File: config.mk
export PLATFORM = sky130hd
export DESIGN_NAME = opcode_injector
export DESIGN_NICKNAME = d
export VERILOG_FILES = /design/src/rtl/z80_pkg.sv /design/src/rtl/z80_cycle_detect.sv /design/src/rtl/opcode_injector.sv
export SDC_FILE = /design/constraint.sdc
export NUM_CORES = 1
export LEC_CHECK = 0
export CORE_MARGIN = 2
export CORE_UTILIZATION = 54
export CTS_CLUSTER_DIAMETER = 60
export CTS_CLUSTER_SIZE = 16
export DETAILED_ROUTE_END_ITERATION = 10
export DONT_BUFFER_PORTS = 1
export GPL_ROUTABILITY_DRIVEN = 1
export PLACE_DENSITY = 0.72
export SLEW_MARGIN = 20
export SYNTH_ARGS = -nofsm -noshare
export SYNTH_HDL_FRONTEND = slang
export SYNTH_SLANG_ARGS = --single-unit
File: constraint.sdc
create_clock -name clk -period 1.7 [get_ports clk]
set_input_delay 0.255 -clock clk [delete_from_list [all_inputs] [get_ports clk]]
set_output_delay 0.255 -clock clk [all_outputs]
set_load 0.05 [all_outputs]
File: src/rtl/z80_pkg.sv
// Shared Z80 bus constants: opcode bytes used by the M1 decoder and the
// opcode injector, plus the injector state encoding and byte-select helper.
package z80_pkg;

  // Opcode bytes recognised or emitted on the Z80 data bus
  localparam logic [7:0] OP_JP     = 8'hC3;
  localparam logic [7:0] OP_PFX_CB = 8'hCB;
  localparam logic [7:0] OP_PFX_ED = 8'hED;
  localparam logic [7:0] OP_PFX_DD = 8'hDD;
  localparam logic [7:0] OP_PFX_FD = 8'hFD;
  localparam logic [7:0] OP_RETN2  = 8'h45;

  // Injector state encoding
  localparam logic [2:0] ST_IDLE  = 3'd0;
  localparam logic [2:0] ST_ARMED = 3'd1;
  localparam logic [2:0] ST_OP    = 3'd2;
  localparam logic [2:0] ST_LO    = 3'd3;
  localparam logic [2:0] ST_HI    = 3'd4;

  // Byte presented on the data bus while the injector sits in a given state
  function automatic logic [7:0] inj_byte(input logic [2:0]  st,
                                          input logic [15:0] vec,
                                          input logic [7:0]  jp_op);
    logic [7:0] b;
    case (st)
      ST_OP:   b = jp_op;
      ST_LO:   b = vec[7:0];
      ST_HI:   b = vec[15:8];
      default: b = 8'h00;
    endcase
    return b;
  endfunction

endpackage

File: src/rtl/z80_cycle_detect.sv
// Z80 bus-cycle snooper: registers RD once and derives read start/end
// strobes. Refresh (RD high) and interrupt acknowledge (MREQ high) never
// qualify as read starts.
module z80_cycle_detect (
  input  logic clk,
  input  logic rst_n,
  input  logic m1_n,
  input  logic mreq_n,
  input  logic rd_n,
  output logic read_start,
  output logic read_end,
  output logic m1_read,
  output logic cycle_active
);

  logic rd_q;

  // Delayed copy of RD used for edge detection; idles high like the bus
  always_ff @(posedge clk or negedge rst_n) begin
    if (!rst_n) begin
      rd_q <= 1'b1;
    end else begin
      rd_q <= rd_n;
    end
  end

  assign read_start   = (~rd_n) & rd_q & (~mreq_n);
  assign read_end     = rd_n & (~rd_q);
  assign m1_read      = read_start & (~m1_n);
  assign cycle_active = (~mreq_n) & (~rd_n);

endmodule

File: src/rtl/opcode_injector.sv
// Opcode injector: on a trap request, waits for the next fresh instruction
// fetch and feeds the CPU a 3-byte JP nn while holding off real memory, so
// the CPU lands in the trap handler without an NMI.
module opcode_injector
  import z80_pkg::*;
#(
  parameter logic [7:0] JP_OPCODE = OP_JP,
  parameter int         VECTOR_W  = 16
) (
  input  logic                clk,
  input  logic                rst_n,
  input  logic                m1_n,
  input  logic                mreq_n,
  input  logic                rd_n,
  input  logic                new_isr,
  input  logic                trap_req,
  input  logic                trap_cancel,
  input  logic [VECTOR_W-1:0] trap_vector,
  output logic [7:0]          data_out,
  output logic                data_oe,
  output logic                mem_inhibit,
  output logic                busy,
  output logic                inject_done
);

  logic                read_start;
  logic                read_end;
  logic                m1_read;
  logic                cycle_active;

  logic [2:0]          state;
  logic [2:0]          next_state;
  logic [VECTOR_W-1:0] vector_q;
  logic                latch_vector;
  logic                done_next;
  logic                drive_en;

  z80_cycle_detect u_cycle_detect (
    .clk          (clk),
    .rst_n        (rst_n),
    .m1_n         (m1_n),
    .mreq_n       (mreq_n),
    .rd_n         (rd_n),
    .read_start   (read_start),
    .read_end     (read_end),
    .m1_read      (m1_read),
    .cycle_active (cycle_active)
  );

  // Next-state decode; cancel only affects a request that has not started
  always_comb begin
    next_state   = state;
    latch_vector = 1'b0;
    done_next    = 1'b0;
    case (state)
      ST_IDLE: begin
        if (trap_cancel) begin
          next_state = ST_IDLE;
        end else if (trap_req) begin
          next_state   = ST_ARMED;
          latch_vector = 1'b1;
        end else begin
          next_state = ST_IDLE;
        end
      end
      ST_ARMED: begin
        if (trap_cancel) begin
          next_state = ST_IDLE;
        end else if (m1_read && new_isr) begin
          next_state = ST_OP;
        end else begin
          next_state = ST_ARMED;
        end
      end
      ST_OP: begin
        if (read_end) begin
          next_state = ST_LO;
        end else begin
          next_state = ST_OP;
        end
      end
      ST_LO: begin
        // An opcode fetch here means the CPU lost sync with us: give up
        if (m1_read) begin
          next_state = ST_IDLE;
        end else if (read_end) begin
          next_state = ST_HI;
        end else begin
          next_state = ST_LO;
        end
      end
      ST_HI: begin
        if (m1_read) begin
          next_state = ST_IDLE;
        end else if (read_end) begin
          next_state = ST_IDLE;
          done_next  = 1'b1;
        end else begin
          next_state = ST_HI;
        end
      end
      default: begin
        next_state = ST_IDLE;
      end
    endcase
  end

  // State, latched jump target, registered data byte and completion pulse
  always_ff @(posedge clk or negedge rst_n) begin
    if (!rst_n) begin
      state       <= ST_IDLE;
      vector_q    <= '0;
      data_out    <= 8'h00;
      inject_done <= 1'b0;
    end else begin
      state       <= next_state;
      inject_done <= done_next;
      data_out    <= inj_byte(next_state, vector_q[15:0], JP_OPCODE);
      if (latch_vector) begin
        vector_q <= trap_vector;
      end else begin
        vector_q <= vector_q;
      end
    end
  end

  // Drive only during a live read; operand bytes never go out on an M1 fetch
  always_comb begin
    drive_en = 1'b0;
    case (state)
      ST_OP:   drive_en = cycle_active;
      ST_LO:   drive_en = cycle_active & m1_n;
      ST_HI:   drive_en = cycle_active & m1_n;
      default: drive_en = 1'b0;
    endcase
  end

  assign data_oe     = drive_en;
  assign mem_inhibit = drive_en;
  assign busy        = (state != ST_IDLE);

endmodule

Yosys cells after proc, flatten, opt, wreduce, memory -nomap -nowiden --
Cells that the tools add are included.
Operators by class: bitwise logic cells 10, equality and inequality tests 7, muxes and demuxes 18, reductions and logical operators 4
Operators by type and width (number):
- one-hot mux 8 bit (3 select lines) | 1
- one-hot mux 3 bit (5 select lines) | 1
- == test 3 x 2 -> 1 bit (second input constant) | 4
- two-way mux 3 bit | 4
- two-way mux 1 bit | 9
- bitwise AND 1 bit | 6
- == test 3 bit (second input constant) | 2
- two-way mux 2 bit | 2
- NOT 1 bit | 4
- == test 3 x 1 -> 1 bit (second input constant) | 1
- zero test 3 bit | 1
- nonzero test 3 bit | 1
- one-hot mux 1 bit (2 select lines) | 1
- OR reduction 2 bit | 1
- logical AND 1 bit | 1
Word-level totals: flip-flop bits (word level) 29

Longest topological paths before layout --
word-level depth 10, depth in mapped cells 6, depth with buffers taken out 4

Cells and area by module --
From an unflattened synthesis, not the netlist that was laid out.
Second synthesis, totals: cell total of the unflattened synthesis 87, area, all modules 1273.7 um^2
By module, submodules not included:
- opcode_injector | times used 1, seq. area each 700.7 um^2, area each 1214.9 um^2, cells an instance 82
- z80_cycle_detect | times used 1, seq. area each 26.3 um^2, area each 58.8 um^2, cells an instance 5

Least setup slack after synthesis --
No wires, ideal clock.
path type register to output, start point register state[1], end point output port mem_inhibit, required time 1445 ps, cell stages (with the launch flop) 6, slack -961 ps, data arrival time 2406 ps, path through dfrtp_1 > or3b_1 > nand2_1 > a21oi_1 > nor3_1 > buf_4
On the way: cells in the longest elaborated chain, start to end 3, elaborated cells on any way between the ends 5, those cells by class eq/ne: 3; mux: 1; reduce/logical: 1
RTL lines:
- from (decl) | line opcode_injector.sv:31 | logic [2:0] state;
- from (signal assigned) | line opcode_injector.sv:116 | state <= next_state;
- == test 3 bit or == test 3 x 2 -> 1 bit (tied branches) | line opcode_injector.sv:130 | case (state)
- OR reduction 2 bit (no source line)
- one-hot mux 1 bit (2 select lines) (*) | line opcode_injector.sv:130
- to (decl) | line opcode_injector.sv:21 | output logic mem_inhibit,
Every way passes the cells marked *; elsewhere a longest branch is shown, timed or not.

Worst setup path after layout --
start point register state[1], end point output port data_oe
On the way: cells in the longest elaborated chain, start to end 3, elaborated cells on any way between the ends 5, those cells by class eq/ne: 3; mux: 1; reduce/logical: 1
RTL lines:
- == test 3 bit or == test 3 x 2 -> 1 bit (tied branches) | line opcode_injector.sv:130
- OR reduction 2 bit (no source line)
- one-hot mux 1 bit (2 select lines) (*) | line opcode_injector.sv:130
- to (decl) | line opcode_injector.sv:20 | output logic data_oe,
Marked as above.

==> metrics <==
VDD IR max slightly above 1000 uV; Max Root-Sink Buffers 2; Slew headroom between 60% and 70%; P per Cell Area 1340 mW/mm^2; CP max-delay cell or3b_4; Seq/Total Area, Yosys approximately 58%; Post-Synth Simple-Gate Area 12.2%; synthesized-area fraction occupied by adder cells 0%; minimum clock period roughly 1.9 ns; clk_lat worst skew ~0.31 ns; DP HPWL around 1600 um; CP Max Fanout 3; total wire length ~2200 um; clock slew at reported path FFs around 0.09 ns; clock root cell clkbuf_4; syn_area_per_cell between 10 and 15 sq um; mux share of post-synthesis cell area roughly 14%; final hold violation count 0; type of element launching the critical path flip-flop; TritonCTS clock tree built; outcome complete, but fails checks; Die H 52.1 um; Critical Path AT between 1.5 and 2 ns; switching part of the total around a third; Hold WS 0.0940 ns; antenna cells 0; fin nets 135; Combinational Power Share about 26%; Setup CP Type reg2out; internal power consumption ~1.4 mW; syn_nets between 100 and 150; Bufs and invs on worst path 1; first-pass GRT wire length 3730 um; # H-tree levels 2; Yosys cell types 32; period utilisation layout 109%; Initial Util a little under three fifths; final worst-path setup slack -0.158 ns; drt first pass iters 4; layout cell share with drive strength beyond 1 44.6%; grt ovf 0; Power Total about 2.0 mW; CP Cell Sequence or3b_4 -> nand2_2 -> a21oi_2 -> nor3_4 -> buf_12; fill count between 150 and 200; I/O pin total 36; fmax about 540 MHz; vias in the first global route between 800 and 900; DRC Markers 0; Layout Skew 0.0127 ns; Worst Setup End Kind output port; Reg power frac a little under three fifths; die width ~52 um; Mapped Area around 0.0012 sq mm; initial antenna violation count 0; Critical Path RT 1.44 ns; yosys warns 0; via count between 700 and 800; multi-input logic area between 500 and 600 sq um; clock network power share a little under a fifth; Yosys reg bits 29; NetSw roughly 0.64 mW; Rows 17; leakage power just under 0.7 nW; Slew Viols, Final 0; RSZ-0062 raised after global routing true; area share of xor/xnor cells in the synthesized design 0%; failing checks setup timing; Final ANT Viol Nets 0; CTS Buf Count 5; Area Overhead vs Synth 19.7%; Synth Area in Compound Gates between 10 and 15%; Worst Hold Class in2reg; Worst-Margin Slew ~0.49 ns; Clock Sinks 29; endpoints failing setup 6; Register Area ~730 sq um; PortBufs 0; vias per cell ~5.7; Die ar. approximately 0.0027 sq mm; MaxCap Viol Count 0; GRT Util Overall approximately a fifth; largest net degree at the start of global routing 30; Placer Congestion between 0.8 and 0.9; family with the most delay on the worst path simple AND/OR/NAND/NOR gates; Largest stage delay, worst path roughly 0.42 ns; Routed WL per cell about 16 um; Core ar. 0.00219 sq mm; largest family of logic cells by synthesized area multiplexers; 1st-iter DRT viols 13; Synth Instances 93
[per-layer routing]
layer | global-route usage (%) | share of wire (%) | routed length [um] | vias up
li1 | - | - | - | 374
met1 | 22.9 | 40 | 902 | 385
met2 | 32.7 | 51 | 1150 | 28
met3 | 8.33 | 7.5 | 169 | 4
met4 | 8.77 | 0.67 | 15 | 0
met5 | 0 | 0 | 0 | -
[what timing repair did]
item,4_1_cts,5_1_grt
pin swaps,3,1
hold endpoints to repair,30,1
endpoints found under the setup margin,10,26
hold buffers,2,1
gates resized for setup,5,3
buffers inserted,4,1
[cell usage after synthesis]
cell | instances | share of area (%)
dfrtp_1 | 28 | 56
mux2_2 | 16 | 14
o21ai_0 | 8 | 3.2
a22o_1 | 4 | 2.8
o211ai_2 | 4 | 4.0
nor2_1 | 3 | 0.90
nor3_1 | 3 | 1.2
buf_2 | 2 | 0.80
o21a_1 | 2 | 1.2
a21boi_0 | 1 | 0.60
a21oi_1 | 1 | 0.40
and2_1 | 1 | 0.50
buf_4 | 1 | 0.60
buf_6 | 1 | 0.90
clkbuf_1 | 1 | 0.30
dfstp_2 | 1 | 2.1
inv_1 | 1 | 0.30
nand2_1 | 1 | 0.30
nand2b_1 | 1 | 0.50
nand3_1 | 1 | 0.40
nand3b_1 | 1 | 0.60
nor2b_1 | 1 | 0.50
nor3_2 | 1 | 0.80
nor4_1 | 1 | 0.50
nor4b_1 | 1 | 0.70
nor4b_4 | 1 | 1.9
or2_1 | 1 | 0.50
or2_2 | 1 | 0.50
or2b_1 | 1 | 0.60
or3_1 | 1 | 0.50
or3b_1 | 1 | 0.70
or4_1 | 1 | 0.60
[power groups by stage]
stage	Combinational (mW)	Sequential [mW]	Clock [mW]
5_1_grt	0.562	1.14	0.421
2_1_floorplan	0.381	1.10	0
3_5_place_dp	0.435	1.14	0
6_report	0.516	1.11	0.371
4_1_cts	0.513	1.12	0.387
3_3_place_gp	0.420	1.13	0
[per-stage QoR]
step                      setup TNS [ns]  utilization (%)  setup WS [ns]  cells  instance area [sq um]
final                             -0.337             68.2         -0.158    140                   1500
after global routing               -1.27             68.2         -0.242    140                   1500
after CTS                         -0.477             66.8         -0.172    138                   1460
after detailed placement          -0.412             61.1        -0.0572    124                   1340
after global placement            -0.107             61.1        -0.0275    124                   1340
after floorplan                   -0.461                -         -0.248     93                   1270
[worst register-to-register path, cell delays in order, from the launching register on]
cell and delay [ns]:
dfrtp_1 0.39, or3b_4 0.42, nor3_1 0.40, or2_1 0.27
a22o_1 0.15
[placed cells by master, fill, tap and decap left out, types with 2 or more instances in the layout]
master,netlist,layout
buf_6,1,2
nor2_1,3,3
o211ai_2,4,4
dlygate4sd3_1,0,2
o21ai_0,8,8
nor3_4,0,2
a22o_1,4,4
buf_4,1,10
mux2_2,16,16
clkbuf_4,0,5
o21a_1,2,2
nor3_1,3,2
dfrtp_1,28,28
clkbuf_1,1,3
buf_12,0,2
[state kept, by name, indices dropped and copies added (netlist names)]
register             cells
inject_done              1
data_out                 8
vector_q                16
u_cycle_detect.rd_q      1
state                    3
[cell type report]
| class | count | share of cell area (%) |
|---|---|---|
| well taps | 28 | 2.34 |
| inverters | 1 | 0.251 |
| multi-input cells | 58 | 35.0 |
| flip-flops and latches | 29 | 48.6 |
| repair buffers | 16 | 10.5 |
| clock buffers | 8 | 3.26 |
[cell families after synthesis]
family / count (synthesis)
AOI/OAI and AO/OA: 20
buffers and inverters: 6
DFF: 29
muxes: 16
and+or+nand+nor: 22
[worst paths after layout]
path	startpoint	end	slack, ns	cells past startpoint
min in group asynchronous	rst_n	inject_done$_DFF_PN0_	0.36	2
max in group asynchronous	rst_n	u_cycle_detect.rd_q$_DFF_PN1_	1.11	2
hold reg to reg	vector_q[13]$_DFFE_PN0P_	data_out[5]$_DFF_PN0_	0.50	1
setup reg to reg	state[1]$_DFF_PN0_	data_out[3]$_DFF_PN0_	-0.01	4
setup / recovery	state[1]$_DFF_PN0_	data_oe	-0.16	5
hold / removal	trap_vector[9]	vector_q[9]$_DFFE_PN0P_	0.09	1
(Power assumes the default switching activity.)
